`config.mk`:
```
export PLATFORM = sky130hd
export DESIGN_NAME = tdc_pg_burst
export DESIGN_NICKNAME = d
export VERILOG_FILES = /design/src/rtl/tdc_pg_burst.sv
export SDC_FILE = /design/constraint.sdc
export NUM_CORES = 1
export LEC_CHECK = 0
export ABC_CLOCK_PERIOD_IN_PS = 7450
export CAP_MARGIN = 20
export CORE_UTILIZATION = 40
export DETAILED_ROUTE_END_ITERATION = 16
export GPL_TIMING_DRIVEN = 0
export PLACE_DENSITY_LB_ADDON = 0.15
export SETUP_SLACK_MARGIN = 0.1
export SLEW_MARGIN = 20
export SYNTH_ARGS = -nofsm -noshare
export SYNTH_HDL_FRONTEND = slang
export SYNTH_SLANG_ARGS = --single-unit
```
`constraint.sdc`:
```
create_clock -name clk_launch -period 7.45 [get_ports clk_launch]
set_input_delay 1.1175 -clock clk_launch [delete_from_list [all_inputs] [get_ports clk_launch]]
set_output_delay 1.1175 -clock clk_launch [all_outputs]
set_load 0.01 [all_outputs]
```
`src/rtl/tdc_pg_burst.sv`:
```
// tdc_pg_burst: multi-channel launch-edge generator for the TDC delay lines.
// Every channel holds one launch register on clk_launch. Three modes are
// supported: registered pass-through of pg_in, a single toggle, and a burst
// of toggle edges separated by a programmable gap.
// Optional macro TDC_PG_LFSR_EN: when defined, mode 3 runs a burst whose
// per-channel toggles are gated by a 16-bit Fibonacci LFSR. When it is not
// defined, mode 3 behaves as a single toggle.
//
// state    | meaning
// ---------+---------------------------------------------------------------
// ST_IDLE  | waiting; PASS mode tracks pg_in; start is accepted here only
// ST_EDGE  | a burst edge has just become visible on the launch registers
// ST_GAP   | burst gap countdown between two edges
// ST_DONE  | done pulse cycle; start is ignored; returns to ST_IDLE
module tdc_pg_burst #(
    parameter int N_CH  = 4,
    parameter int CNT_W = 8
) (
    input  logic             clk_launch,
    input  logic             rst,
    input  logic             en,
    input  logic             start,
    input  logic [1:0]       mode,
    input  logic [N_CH-1:0]  ch_mask,
    input  logic [N_CH-1:0]  pg_in,
    input  logic [N_CH-1:0]  pg_bypass,
    input  logic [CNT_W-1:0] burst_len,
    input  logic [CNT_W-1:0] gap_len,
    output logic [N_CH-1:0]  pg_out,
    output logic             busy,
    output logic             done
);

    typedef enum logic [1:0] {
        ST_IDLE = 2'd0,
        ST_EDGE = 2'd1,
        ST_GAP  = 2'd2,
        ST_DONE = 2'd3
    } state_t;

    localparam logic [1:0] MODE_PASS  = 2'd0;
    localparam logic [1:0] MODE_BURST = 2'd2;
    localparam logic [1:0] MODE_LFSR  = 2'd3;

    state_t             state_q, state_d;
    logic [N_CH-1:0]    launch_q, launch_d;
    logic [N_CH-1:0]    mask_q, mask_d;
    logic [CNT_W-1:0]   edges_q, edges_d;
    logic [CNT_W-1:0]   gap_cnt_q, gap_cnt_d;
    logic [CNT_W-1:0]   gap_len_q, gap_len_d;
    logic               busy_q, busy_d;
    logic               done_q, done_d;
    logic               lfsr_mode_q, lfsr_mode_d;
    logic [15:0]        lfsr_q, lfsr_d;

    logic [N_CH-1:0]    lfsr_pat;
    logic [N_CH-1:0]    pat_start;
    logic [N_CH-1:0]    pat_run;
    logic               burst_sel;

`ifdef TDC_PG_LFSR_EN
    logic        lfsr_fb;
    logic [15:0] lfsr_step;

    // LFSR next value (x^16+x^14+x^13+x^11+1) and its per-channel toggle pattern
    always_comb begin
        lfsr_fb   = lfsr_q[15] ^ lfsr_q[13] ^ lfsr_q[12] ^ lfsr_q[10];
        lfsr_step = {lfsr_q[14:0], lfsr_fb};
        lfsr_pat  = '0;
        for (int i = 0; i < N_CH; i++) begin
            lfsr_pat[i] = lfsr_step[i % 16];
        end
    end

    assign burst_sel = (mode == MODE_BURST) || (mode == MODE_LFSR);
    assign pat_start = (mode == MODE_LFSR) ? (ch_mask & lfsr_pat) : ch_mask;
    assign pat_run   = lfsr_mode_q ? (mask_q & lfsr_pat) : mask_q;
`else
    // Without the LFSR option every masked channel toggles on every edge
    assign lfsr_pat  = '1;
    assign burst_sel = (mode == MODE_BURST);
    assign pat_start = ch_mask & lfsr_pat;
    assign pat_run   = mask_q & lfsr_pat;
`endif

    // Next-state logic: everything holds when en is low
    always_comb begin
        state_d     = state_q;
        launch_d    = launch_q;
        mask_d      = mask_q;
        edges_d     = edges_q;
        gap_cnt_d   = gap_cnt_q;
        gap_len_d   = gap_len_q;
        busy_d      = busy_q;
        done_d      = done_q;
        lfsr_mode_d = lfsr_mode_q;
        lfsr_d      = lfsr_q;

        if (en) begin
            done_d = 1'b0;
            case (state_q)
                ST_IDLE: begin
                    if (mode == MODE_PASS) begin
                        launch_d = (launch_q & ~ch_mask) | (pg_in & ch_mask);
                    end else if (start) begin
                        mask_d    = ch_mask;
                        gap_len_d = gap_len;
                        if (burst_sel) begin
                            lfsr_mode_d = (mode == MODE_LFSR);
                            if (burst_len == '0) begin
                                done_d  = 1'b1;
                                state_d = ST_DONE;
                            end else begin
                                // First edge is issued straight from IDLE
                                launch_d  = launch_q ^ pat_start;
                                edges_d   = burst_len - CNT_W'(1);
                                gap_cnt_d = gap_len;
                                busy_d    = 1'b1;
                                state_d   = ST_EDGE;
`ifdef TDC_PG_LFSR_EN
                                if (mode == MODE_LFSR) begin
                                    lfsr_d = lfsr_step;
                                end
`endif
                            end
                        end else begin
                            // TOG, and mode 3 when the LFSR option is absent
                            launch_d = launch_q ^ ch_mask;
                            done_d   = 1'b1;
                            state_d  = ST_DONE;
                        end
                    end
                end
                ST_EDGE, ST_GAP: begin
                    if (edges_q == '0) begin
                        busy_d  = 1'b0;
                        done_d  = 1'b1;
                        state_d = ST_DONE;
                    end else if (gap_cnt_q == '0) begin
                        launch_d  = launch_q ^ pat_run;
                        edges_d   = edges_q - CNT_W'(1);
                        gap_cnt_d = gap_len_q;
                        state_d   = ST_EDGE;
`ifdef TDC_PG_LFSR_EN
                        if (lfsr_mode_q) begin
                            lfsr_d = lfsr_step;
                        end
`endif
                    end else begin
                        gap_cnt_d = gap_cnt_q - CNT_W'(1);
                        state_d   = ST_GAP;
                    end
                end
                ST_DONE: begin
                    state_d = ST_IDLE;
                end
                default: begin
                    state_d = ST_IDLE;
                end
            endcase
        end
    end

    // State registers with synchronous reset; reset aborts any sequence
    always_ff @(posedge clk_launch) begin
        if (rst) begin
            state_q     <= ST_IDLE;
            launch_q    <= '0;
            mask_q      <= '0;
            edges_q     <= '0;
            gap_cnt_q   <= '0;
            gap_len_q   <= '0;
            busy_q      <= 1'b0;
            done_q      <= 1'b0;
            lfsr_mode_q <= 1'b0;
            lfsr_q      <= 16'hACE1;
        end else begin
            state_q     <= state_d;
            launch_q    <= launch_d;
            mask_q      <= mask_d;
            edges_q     <= edges_d;
            gap_cnt_q   <= gap_cnt_d;
            gap_len_q   <= gap_len_d;
            busy_q      <= busy_d;
            done_q      <= done_d;
            lfsr_mode_q <= lfsr_mode_d;
            lfsr_q      <= lfsr_d;
        end
    end

    // Per-channel combinational bypass; done is suppressed while frozen
    assign pg_out = (pg_bypass & pg_in) | (~pg_bypass & launch_q);
    assign busy   = busy_q;
    assign done   = done_q & en;

endmodule

```
==> results of run 1 <==
[worst paths after layout]
kind | cells past startpoint | endpoint | slack (ns) | from
min reg2reg | 2 | done_q | 0.45 | done_q
min | 2 | done_q | 0.45 | done_q
max reg2reg | 13 | edges_q[6] | 2.87 | state_q[1]
max | 13 | edges_q[6] | 2.87 | state_q[1]
[placed cells by master, fill, tap and decap left out, drive strengths merged, types with 2 or more instances in the layout]
| cell | Yosys | routed |
|---|---|---|
| o21ai | 22 | 22 |
| nand2b | 4 | 4 |
| o311ai | 3 | 3 |
| clkdlybuf4s50 | 0 | 37 |
| mux2 | 5 | 5 |
| nand3 | 7 | 7 |
| a221oi | 2 | 2 |
| xnor2 | 4 | 4 |
| or2 | 2 | 2 |
| or3 | 8 | 8 |
| ha | 6 | 6 |
| dfxtp | 36 | 36 |
| clkinv | 0 | 3 |
| a21o | 2 | 2 |
| a311oi | 2 | 2 |
| o311a | 2 | 2 |
| a31oi | 11 | 11 |
| nand2 | 42 | 42 |
| nor3b | 2 | 2 |
| a211o | 2 | 2 |
| nor2 | 16 | 16 |
| o32ai | 2 | 2 |
| o211a | 2 | 2 |
| nor3 | 10 | 10 |
| buf | 4 | 4 |
| mux2i | 5 | 5 |
| o31a | 2 | 2 |
| and2 | 2 | 2 |
| o211ai | 13 | 13 |
| a211oi | 6 | 6 |
| nor4b | 2 | 2 |
| or4 | 6 | 6 |
| clkbuf | 17 | 22 |
| o31ai | 9 | 9 |
| nand4 | 3 | 3 |
| a21oi | 25 | 25 |
| nor4 | 5 | 5 |
| inv | 10 | 10 |
[routing by layer]
metal | vias to the layer above | share of wire, % | routed length, microns | track usage [%]
li1 | 1289 | - | - | -
met1 | 1211 | 50 | 3590 | 35.7
met2 | 110 | 43 | 3090 | 38.7
met3 | 13 | 6.1 | 438 | 3.66
met4 | 0 | 1.6 | 115 | 6.73
met5 | - | 0 | 0 | 0
[cell type report]
type                    instances  area, sq um
fillers                       563         2720
multi-input cells             249         1570
flip-flops and latches         36          721
repair buffers                 37          370
well taps                      72         90.1
plain buffers                  21         81.3
clock buffers                   5         68.8
inverters                      10         37.5
clock inverters                 3         18.8
[where the power goes]
part	total (mW)	switching [mW]	internal, mW
Clock	0.140	0.0749	0.0652
Combinational	0.279	0.168	0.111
Sequential	0.226	0.0170	0.209
Total	0.645	0.260	0.385
[through the flow]
stage | area [sq um] | instances | utilization (%) | setup slack (ns)
after floorplan | 2410 | 316 | - | 4.00
after global routing | 2960 | 433 | 52.2 | 2.59
final | 2960 | 433 | 52.2 | 2.87
after CTS | 2960 | 433 | 52.2 | 2.96
after detailed placement | 2870 | 425 | 50.6 | 2.97
after global placement | 2870 | 425 | 50.6 | 3.01
[cell usage after synthesis, types with 3 or more instances]
library cell / n / share of area (%)
o31ai_1: 9 / 2.8
ha_1: 6 / 3.1
a211oi_1: 6 / 1.9
nand3_1: 7 / 1.5
or4_1: 5 / 1.6
nor2_1: 16 / 2.5
nand4_1: 3 / 0.78
mux2i_1: 5 / 2.1
a31oi_1: 11 / 2.9
clkbuf_1: 17 / 2.6
o211ai_1: 13 / 4.0
dfxtp_1: 36 / 30
mux2_2: 5 / 2.3
nor3_1: 9 / 1.9
a21oi_1: 25 / 5.2
xnor2_1: 4 / 1.5
o21ai_0: 22 / 4.6
o311ai_0: 3 / 1.1
nand2b_1: 4 / 1.0
inv_1: 10 / 1.6
nand2_1: 42 / 6.5
or3_1: 8 / 2.1
nor4_1: 5 / 1.3
[worst min-delay path: cells and delay by family (launching register included)]
kind	cells	cell delay (ns)
simple gates	1	0.05
flops	1	0.31
compound gates	1	0.05
[kinds of logic after synthesis]
kind of cell / count (synthesis) / share of synthesized area, %
buffers and inverters: 31 / 4.93
DFF: 36 / 29.9
AOI/OAI and AO/OA: 116 / 32.6
adders and majority gates: 6 / 3.11
muxes: 10 / 4.41
and+or+nand+nor: 112 / 23.2
xor gates and xnor gates: 5 / 1.82
==> run_results.csv, run 1 <==
group,metric,value,unit
outcome,status,"complete, no violations",
detailed_routing,drt-total-wl,7.23,mm
clock_tree,insertion_delay,0.29,ns
sta,setup-violations-final,0,
grt,grt_use_total,25.0,%
yosys,synth_seq_cells,36,
worst_setup_path,crit_type,"flop to flop",
sta,finalSetupTns,0,ns
worst_setup_path,path_buf_inv,5,
detailed_routing,via_count,2623,
power_and_ir_drop,p_per_area,218,mW/mm^2
yosys,async_reset_ff_share,0,%
sta,holdWs,0.452,ns
sta,layout_min_cycle_time,4.58,ns
clock_tree,htree_levels,2,
worst_setup_path,crit_path_max_fanout,10,
die,die_y,79.7,microns
layout,area_delta_synth_final,22.7,%
yosys,syn_inst,316,
clock_tree,clk_root_buffer_cell,"clkbuf_8",
clock_tree,clk_path_buf_depth,2,
worst_setup_path,startpoint_type,"flop",
sta,fmax,218,MHz
sta,drv_slew,0,
grt,grt_remaining_overflow,0,
sta,hold_viol,0,
clock_tree,cts_tree,"yes",
sta,slew_headroom,46.5,%
grt,antenna_found_initial,0,
layout,diodes,0,
die,start_util,42.5,%
grt,grt_pass1_wl,12.3,mm
detailed_routing,avgViaCountPerCell,6.06,
clock_tree,post_cts_resize_count,0,
worst_setup_path,worstPathArrival,4.73,ns
worst_setup_path,path_cells,"inv_1, ha_1, clkbuf_1, buf_1, clkbuf_1, clkbuf_1, mux2i_1, ha_1, nor4b_1, a31oi_1, o21bai_1, o311ai_0, a31oi_1",
layout,fin_nets,400,
worst_setup_path,crit_family,"buffers and inverters",
grt,grt_pass1_vias,2458,
placement,place_hpwl,5.24,mm
worst_setup_path,crit_slowest_cell,"clkbuf_1",
yosys,synth.avg_cell_area,7.63,sq um
worst_setup_path,worstPathRequired,7.60,ns
clock_tree,cts_buffers,5,
clock_tree,cts_sinks,36,
detailed_routing,drc,0,
detailed_routing,drt_iter0_markers,230,
clock_tree,post_cts_buffers,0,
die,die_x,79.7,microns
worst_setup_path,critPathCaptureType,"flop",
sta,rsz0062_at_grt,"false",
die,die_area,0.00635,sq mm
detailed_routing,drt-pass1-iter-count,5,
placement,place.gp.congestion,0.860,
yosys,syn_area,0.00241,sq mm
job,drv_cap,0,
yosys,synth-edff-count,0,
yosys,syn_nets,356,
yosys,ys_types,54,
detailed_routing,routedWlPerCell,16.7,microns
clock_tree,holdBufCountCts,0,
power_and_ir_drop,ir_drop,0.0843,mV
die,rows,27,
layout,drive_gt1_share,6.37,%
clock_tree,clk_pin_slew,0.08,ns
yosys,synth_ff_type,"dfxtp_1",
power_and_ir_drop,leakage,1.04,nW
sta,tightest_slew,0.796,ns
yosys,synth.yosys.warnings,0,
detailed_routing,ant_nets,0,
min_path,holdCritPathClass,"flop to flop",
grt,grt_max_degree,13,
placement,portBuffers,37,
worst_setup_path,crit_path_max_incr_delay,0.58,ns
sta,post-route-period-util,61.5,%
die,boundaryPins,40,
die,fp.coreArea,0.00568,sq mm
worst_setup_path,path_common_cell,"clkbuf_1",
sta,fin_skew,0.00443,ns
yosys,ys_seq_area_share,29.9,%
power_and_ir_drop,p_total,645,uW
(Power assumes the default switching activity.)
==> run 2, diff against run 1 <==
- ABC_CLOCK_PERIOD_IN_PS: 7450 -> 4750
- clock period: 7.45 -> 4.75 ns (I/O delays scaled with it)
==> run 2 against run 1 <==
Against the previous run:
- worst setup slack worse by 2.3 ns
- clock power grew 56%
- core utilization about the same
- combinational power increased by 57%
- non-clock buffer count did not move
- design area barely moved
- power is 57% higher
- critical path depth stayed put
- register-to-register slack lost 2.3 ns
- clock skew increased by 0.00070 ns
- first-iteration DRC count shrank 10%
- maximum frequency increased by 9.5%
- critical endpoint unchanged
==> run_results.csv, run 2 (synthesis gave the netlist of run 1 again) <==
group,metric,value,unit
die,die_x,79.7,microns
sta,slew_headroom,47.4,%
power_and_ir_drop,p_total,1.01,mW
layout,finalNonFillerCells,433,
die,boundaryPins,40,
power_and_ir_drop,ir_drop,0.132,mV
sta,post-route-period-util,88.1,%
clock_tree,clk_root_buffer_cell,"clkbuf_8",
sta,setup-violations-final,0,
detailed_routing,avgViaCountPerCell,6.04,
die,die_y,79.7,microns
grt,grt_use_total,25.0,%
layout,diodes,0,
worst_setup_path,crit_type,"flop to flop",
detailed_routing,drt-pass1-iter-count,5,
detailed_routing,routed.top_layer,"met4",
worst_setup_path,worstPathArrival,4.34,ns
sta,fin_skew,0.00513,ns
detailed_routing,drt-met1-wl,3.45,mm
clock_tree,cts_buffers,5,
detailed_routing,drc,0,
grt,antenna_found_initial,0,
grt,grt_remaining_overflow,0,
detailed_routing,routedWlPerCell,16.6,microns
worst_setup_path,path_cells,"inv_1, ha_1, clkbuf_1, buf_1, clkbuf_2, clkbuf_2, mux2i_1, ha_1, nor4b_1, a31oi_1, o21bai_1, o311ai_0, a31oi_1",
worst_setup_path,critPathCaptureType,"flop",
sta,rsz0062_at_grt,"false",
clock_tree,cts_tree,"yes",
layout,final_common_cell,"nand2_1",
layout,drive_gt1_share,6.93,%
sta,layout_min_cycle_time,4.18,ns
clock_tree,insertion_delay,0.29,ns
worst_setup_path,worstPathRequired,4.90,ns
detailed_routing,drt_iter0_markers,207,
clock_tree,cts_sinks,36,
detailed_routing,wl_met2,3.09,mm
placement,dpl.cell_count,425,
grt,grt_pass1_wl,12.3,mm
sta,tightest_slew,0.782,ns
grt,grt_max_degree,13,
placement,place.gp.congestion,0.860,
outcome,status,"complete, no violations",
die,die_area,0.00635,sq mm
job,drv_cap,0,
clock_tree,clk_pin_slew,0.08,ns
clock_tree,htree_levels,2,
sta,hold_viol,0,
sta,fmax,239,MHz
layout,fin_nets,400,
placement,place_hpwl,5.24,mm
die,fp.coreArea,0.00568,sq mm
detailed_routing,via_count,2615,
die,start_util,42.5,%
layout,final_cell_mix,"nand2_1 (42), clkdlybuf4s50_1 (37), dfxtp_1 (36)",
layout,final_area,0.00296,sq mm
placement,portBuffers,37,
detailed_routing,wl_met3,543,microns
detailed_routing,ant_nets,0,
min_path,holdCritPathClass,"flop to flop",
layout,nFillCells,565,
sta,holdWs,0.451,ns
grt,grt_pass1_vias,2458,
power_and_ir_drop,leakage,1.05,nW
worst_setup_path,crit_path_max_incr_delay,0.42,ns
sta,setup_ws,0.567,ns
worst_setup_path,crit_slowest_cell,"buf_1",
layout,fin_util,52.2,%
power_and_ir_drop,p_per_area,341,mW/mm^2
clock_tree,clk_path_buf_depth,2,
detailed_routing,drt-total-wl,7.19,mm
placement,pre_cts_ws,0.271,ns
worst_setup_path,startpoint_type,"flop",
sta,drv_slew,0,
die,rows,27,
layout,area_delta_synth_final,22.8,%
worst_setup_path,crit_path_max_fanout,10,
sta,finalSetupTns,0,ns
placement,dpl_cell_area,0.00287,sq mm
run 2: cell counts in the layout (fill, tap and decap cells not counted):
No cell type changed its count.
run 2: power breakdown:
group	switching [mW]	internal [mW]	total [mW]
sequential	0.0267	0.328	0.355
combinational	0.262	0.175	0.437
clock	0.117	0.102	0.219
run 2: timing repair:
item                                    CTS  global route
gates resized for setup                   0             4
buffers inserted                          0             0
hold endpoints to repair                  0             0
hold buffers                              0             0
endpoints found under the setup margin    0             2
run 2: cell type report:
| class | instances | area, sq um | share of cell area (%) |
|---|---|---|---|
| flip-flops and latches | 36 | 721 | 24.3 |
| multi-input cells | 249 | 1570 | 53.1 |
| well taps | 72 | 90.1 | 3.04 |
| clock inverters | 3 | 18.8 | 0.633 |
| repair buffers | 37 | 370 | 12.5 |
| clock buffers | 5 | 68.8 | 2.32 |
| plain buffers | 21 | 83.8 | 2.83 |
| inverters | 10 | 37.5 | 1.27 |
run 2: per-layer routing:
| metal | global-route usage, % | vias up |
|---|---|---|
| met5 | 0 | - |
| met2 | 38.7 | 119 |
| met1 | 35.7 | 1194 |
| met3 | 3.66 | 15 |
| met4 | 6.73 | 0 |
| li1 | - | 1287 |
run 2: worst paths after layout:
check             start    endpoint  slack, ns  depth (start not counted)
max          state_q[1]  edges_q[6]       0.57                         13
min              done_q      done_q       0.45                          2
max reg2reg  state_q[1]  edges_q[6]       0.57                         13
min reg2reg      done_q      done_q       0.45                          2
run 2: worst max-delay path, delay by kind of cell (launching register included):
family          cells  cell delay, ns
compound gates      4            0.86
fa+ha+maj           2            0.62
mux                 1            0.23
simple gates        1            0.37
flops               1            0.39
buf+inv             5            1.58
==> run 3, diff against run 2 <==
- ABC_CLOCK_PERIOD_IN_PS: 4750 -> 3900
- clock period: 4.75 -> 3.9 ns (I/O delays scaled with it)
==> run 3 against run 2 <==
Against the previous run:
- clock power is 21% higher
- count of clock-buffer cells in the layout stayed put
- cell count stayed put
- non-clock buffer count stayed put
- maximum frequency is 18% higher
- die area stayed put
- global-route usage hardly changed
- via count is 0.15% lower
- clock skew hardly changed
- flip-flop and latch count stayed put
- register-to-register slack worse by 0.22 ns
- largest power group unchanged
- highest routed layer unchanged
==> run_results.csv, run 3 (synthesis gave the netlist of run 1 again) <==
group,metric,value,unit
outcome,status,"complete, no violations",
sta,holdWs,0.451,ns
power_and_ir_drop,leakage,1.06,nW
die,start_util,42.5,%
detailed_routing,via_count,2611,
clock_tree,clk_path_buf_depth,2,
detailed_routing,drc,0,
sta,setup_ws,0.351,ns
clock_tree,clk_pin_slew,0.08,ns
worst_setup_path,startpoint_type,"flop",
grt,grt_use_total,25.0,%
worst_setup_path,r2r-end,"edges_q[6]",
die,boundaryPins,40,
clock_tree,cts_buffers,5,
layout,nFillCells,561,
placement,pre_cts_ws,-0.579,ns
sta,slew_headroom,46.8,%
min_path,whs_endpoint,"done_q",
layout,diodes,0,
layout,final-seq-area,721,sq um
clock_tree,cts_sinks,36,
die,die_area,0.00635,sq mm
layout,fin_nets,400,
placement,place_hpwl,5.24,mm
die,die_x,79.7,microns
detailed_routing,routedWlPerCell,16.6,microns
clock_tree,post_cts_buffers,0,
worst_setup_path,critPathCaptureType,"flop",
layout,final_cell_mix,"nand2_1 (42), clkdlybuf4s50_1 (37), dfxtp_1 (36)",
power_and_ir_drop,ir_drop,0.161,mV
layout,fin_util,52.5,%
layout,drive_gt1_share,7.76,%
min_path,holdPathStages,2,
worst_setup_path,worstReg2RegStart,"state_q[1]",
clock_tree,cts_tree,"yes",
clock_tree,clk_root_buffer_cell,"clkbuf_8",
grt,grt_pass1_wl,12.3,mm
placement,portBuffers,37,
worst_setup_path,crit_path_max_fanout,10,
layout,area_delta_synth_final,23.5,%
die,die_y,79.7,microns
detailed_routing,avgViaCountPerCell,6.03,
sta,rsz0062_at_grt,"false",
layout,multi_input_area,0.00158,sq mm
sta,layout_min_cycle_time,3.55,ns
layout,final_common_cell,"nand2_1",
worst_setup_path,worstPathRequired,4.05,ns
die,rows,27,
detailed_routing,drt-pass1-iter-count,5,
power_and_ir_drop,p_per_area,415,mW/mm^2
sta,tightest_slew,0.790,ns
sta,hold_viol,0,
grt,grt_max_degree,13,
power_and_ir_drop,p_total,1.24,mW
clock_tree,insertion_delay,0.29,ns
grt,antenna_found_initial,0,
worst_setup_path,crit_type,"flop to flop",
clock_tree,holdBufCountCts,0,
worst_setup_path,worstPathArrival,3.70,ns
placement,place.gp.congestion,0.860,
grt,grt_pass1_vias,2471,
detailed_routing,drt-total-wl,7.17,mm
min_path,holdCritPathClass,"flop to flop",
sta,setup-violations-final,0,
sta,finalSetupTns,0,ns
grt,grt_remaining_overflow,0,
job,drv_cap,0,
detailed_routing,drt_iter0_markers,291,
sta,fmax,282,MHz
worst_setup_path,reg2reg_slack,0.35,ns
die,fp.coreArea,0.00568,sq mm
worst_setup_path,reg2regPathDepth,13,
sta,fin_skew,0.00536,ns
sta,post-route-period-util,91.0,%
detailed_routing,ant_nets,0,
min_path,worstHoldStart,"done_q",
sta,drv_slew,0,
clock_tree,htree_levels,2,
[run 3: changes by cell type in the layout (fill, tap and decap cells not counted)]
cell / change
buf_1: -1
clkbuf_1: -1
clkbuf_2: -1
clkbuf_4: +3
nor4b_1: -1
nor4b_2: +1
[run 3: worst max-delay path, stage by stage (launching register included)]
cell and delay, ns:
dfxtp_1 0.39, inv_1 0.08, ha_1 0.35, clkbuf_2 0.26, clkbuf_4 0.25, clkbuf_4 0.24, clkbuf_4 0.27, mux2i_1 0.21
ha_1 0.28, nor4b_2 0.28, a31oi_1 0.14, o21bai_1 0.22, o311ai_0 0.32, a31oi_1 0.13
[run 3: cell type report]
class | count | area share [%]
Multi-Input combinational cell | 249 | 53.0
Sequential cell | 36 | 24.2
Timing Repair Buffer | 37 | 12.4
Buffer | 21 | 3.15
Tap cell | 72 | 3.02
Clock buffer | 5 | 2.31
Inverter | 10 | 1.26
Clock inverter | 3 | 0.630
[run 3: timing repair]
action	in CTS	in global routing
gates resized for setup	4	6
endpoints found under the setup margin	2	2
hold endpoints to repair	0	0
[run 3: worst max path at each step]
stage	start	to	slack [ns]	depth (start not counted)
floorplan	state_q[0]	edges_q[6]	0.45	13
global placement	state_q[0]	edges_q[6]	-0.54	13
detailed placement	state_q[0]	edges_q[6]	-0.58	13
CTS	state_q[0]	edges_q[6]	0.13	13
global route	state_q[1]	edges_q[6]	0.14	13
finish	state_q[1]	edges_q[6]	0.35	13
[run 3: per-layer routing]
metal / track usage, % / up-vias / share of wire, %
met1: 35.8 / 1189 / 49
met5: 0 / - / 0
met2: 38.7 / 122 / 43
met4: 6.55 / 0 / 1.3
met3: 3.66 / 11 / 6.9
li1: - / 1289 / -
[run 3: power by group]
group / switching, mW / internal (mW) / total (mW)
Sequential: 0.0326 / 0.400 / 0.433
Combinational: 0.320 / 0.219 / 0.539
Clock: 0.141 / 0.124 / 0.266
[run 3: per-stage QoR]
step	instance area, sq um	std cells
6_report	2980	433
5_1_grt	2980	433
4_1_cts	2970	433
3_5_place_dp	2870	425
3_3_place_gp	2870	425
2_1_floorplan	2410	316
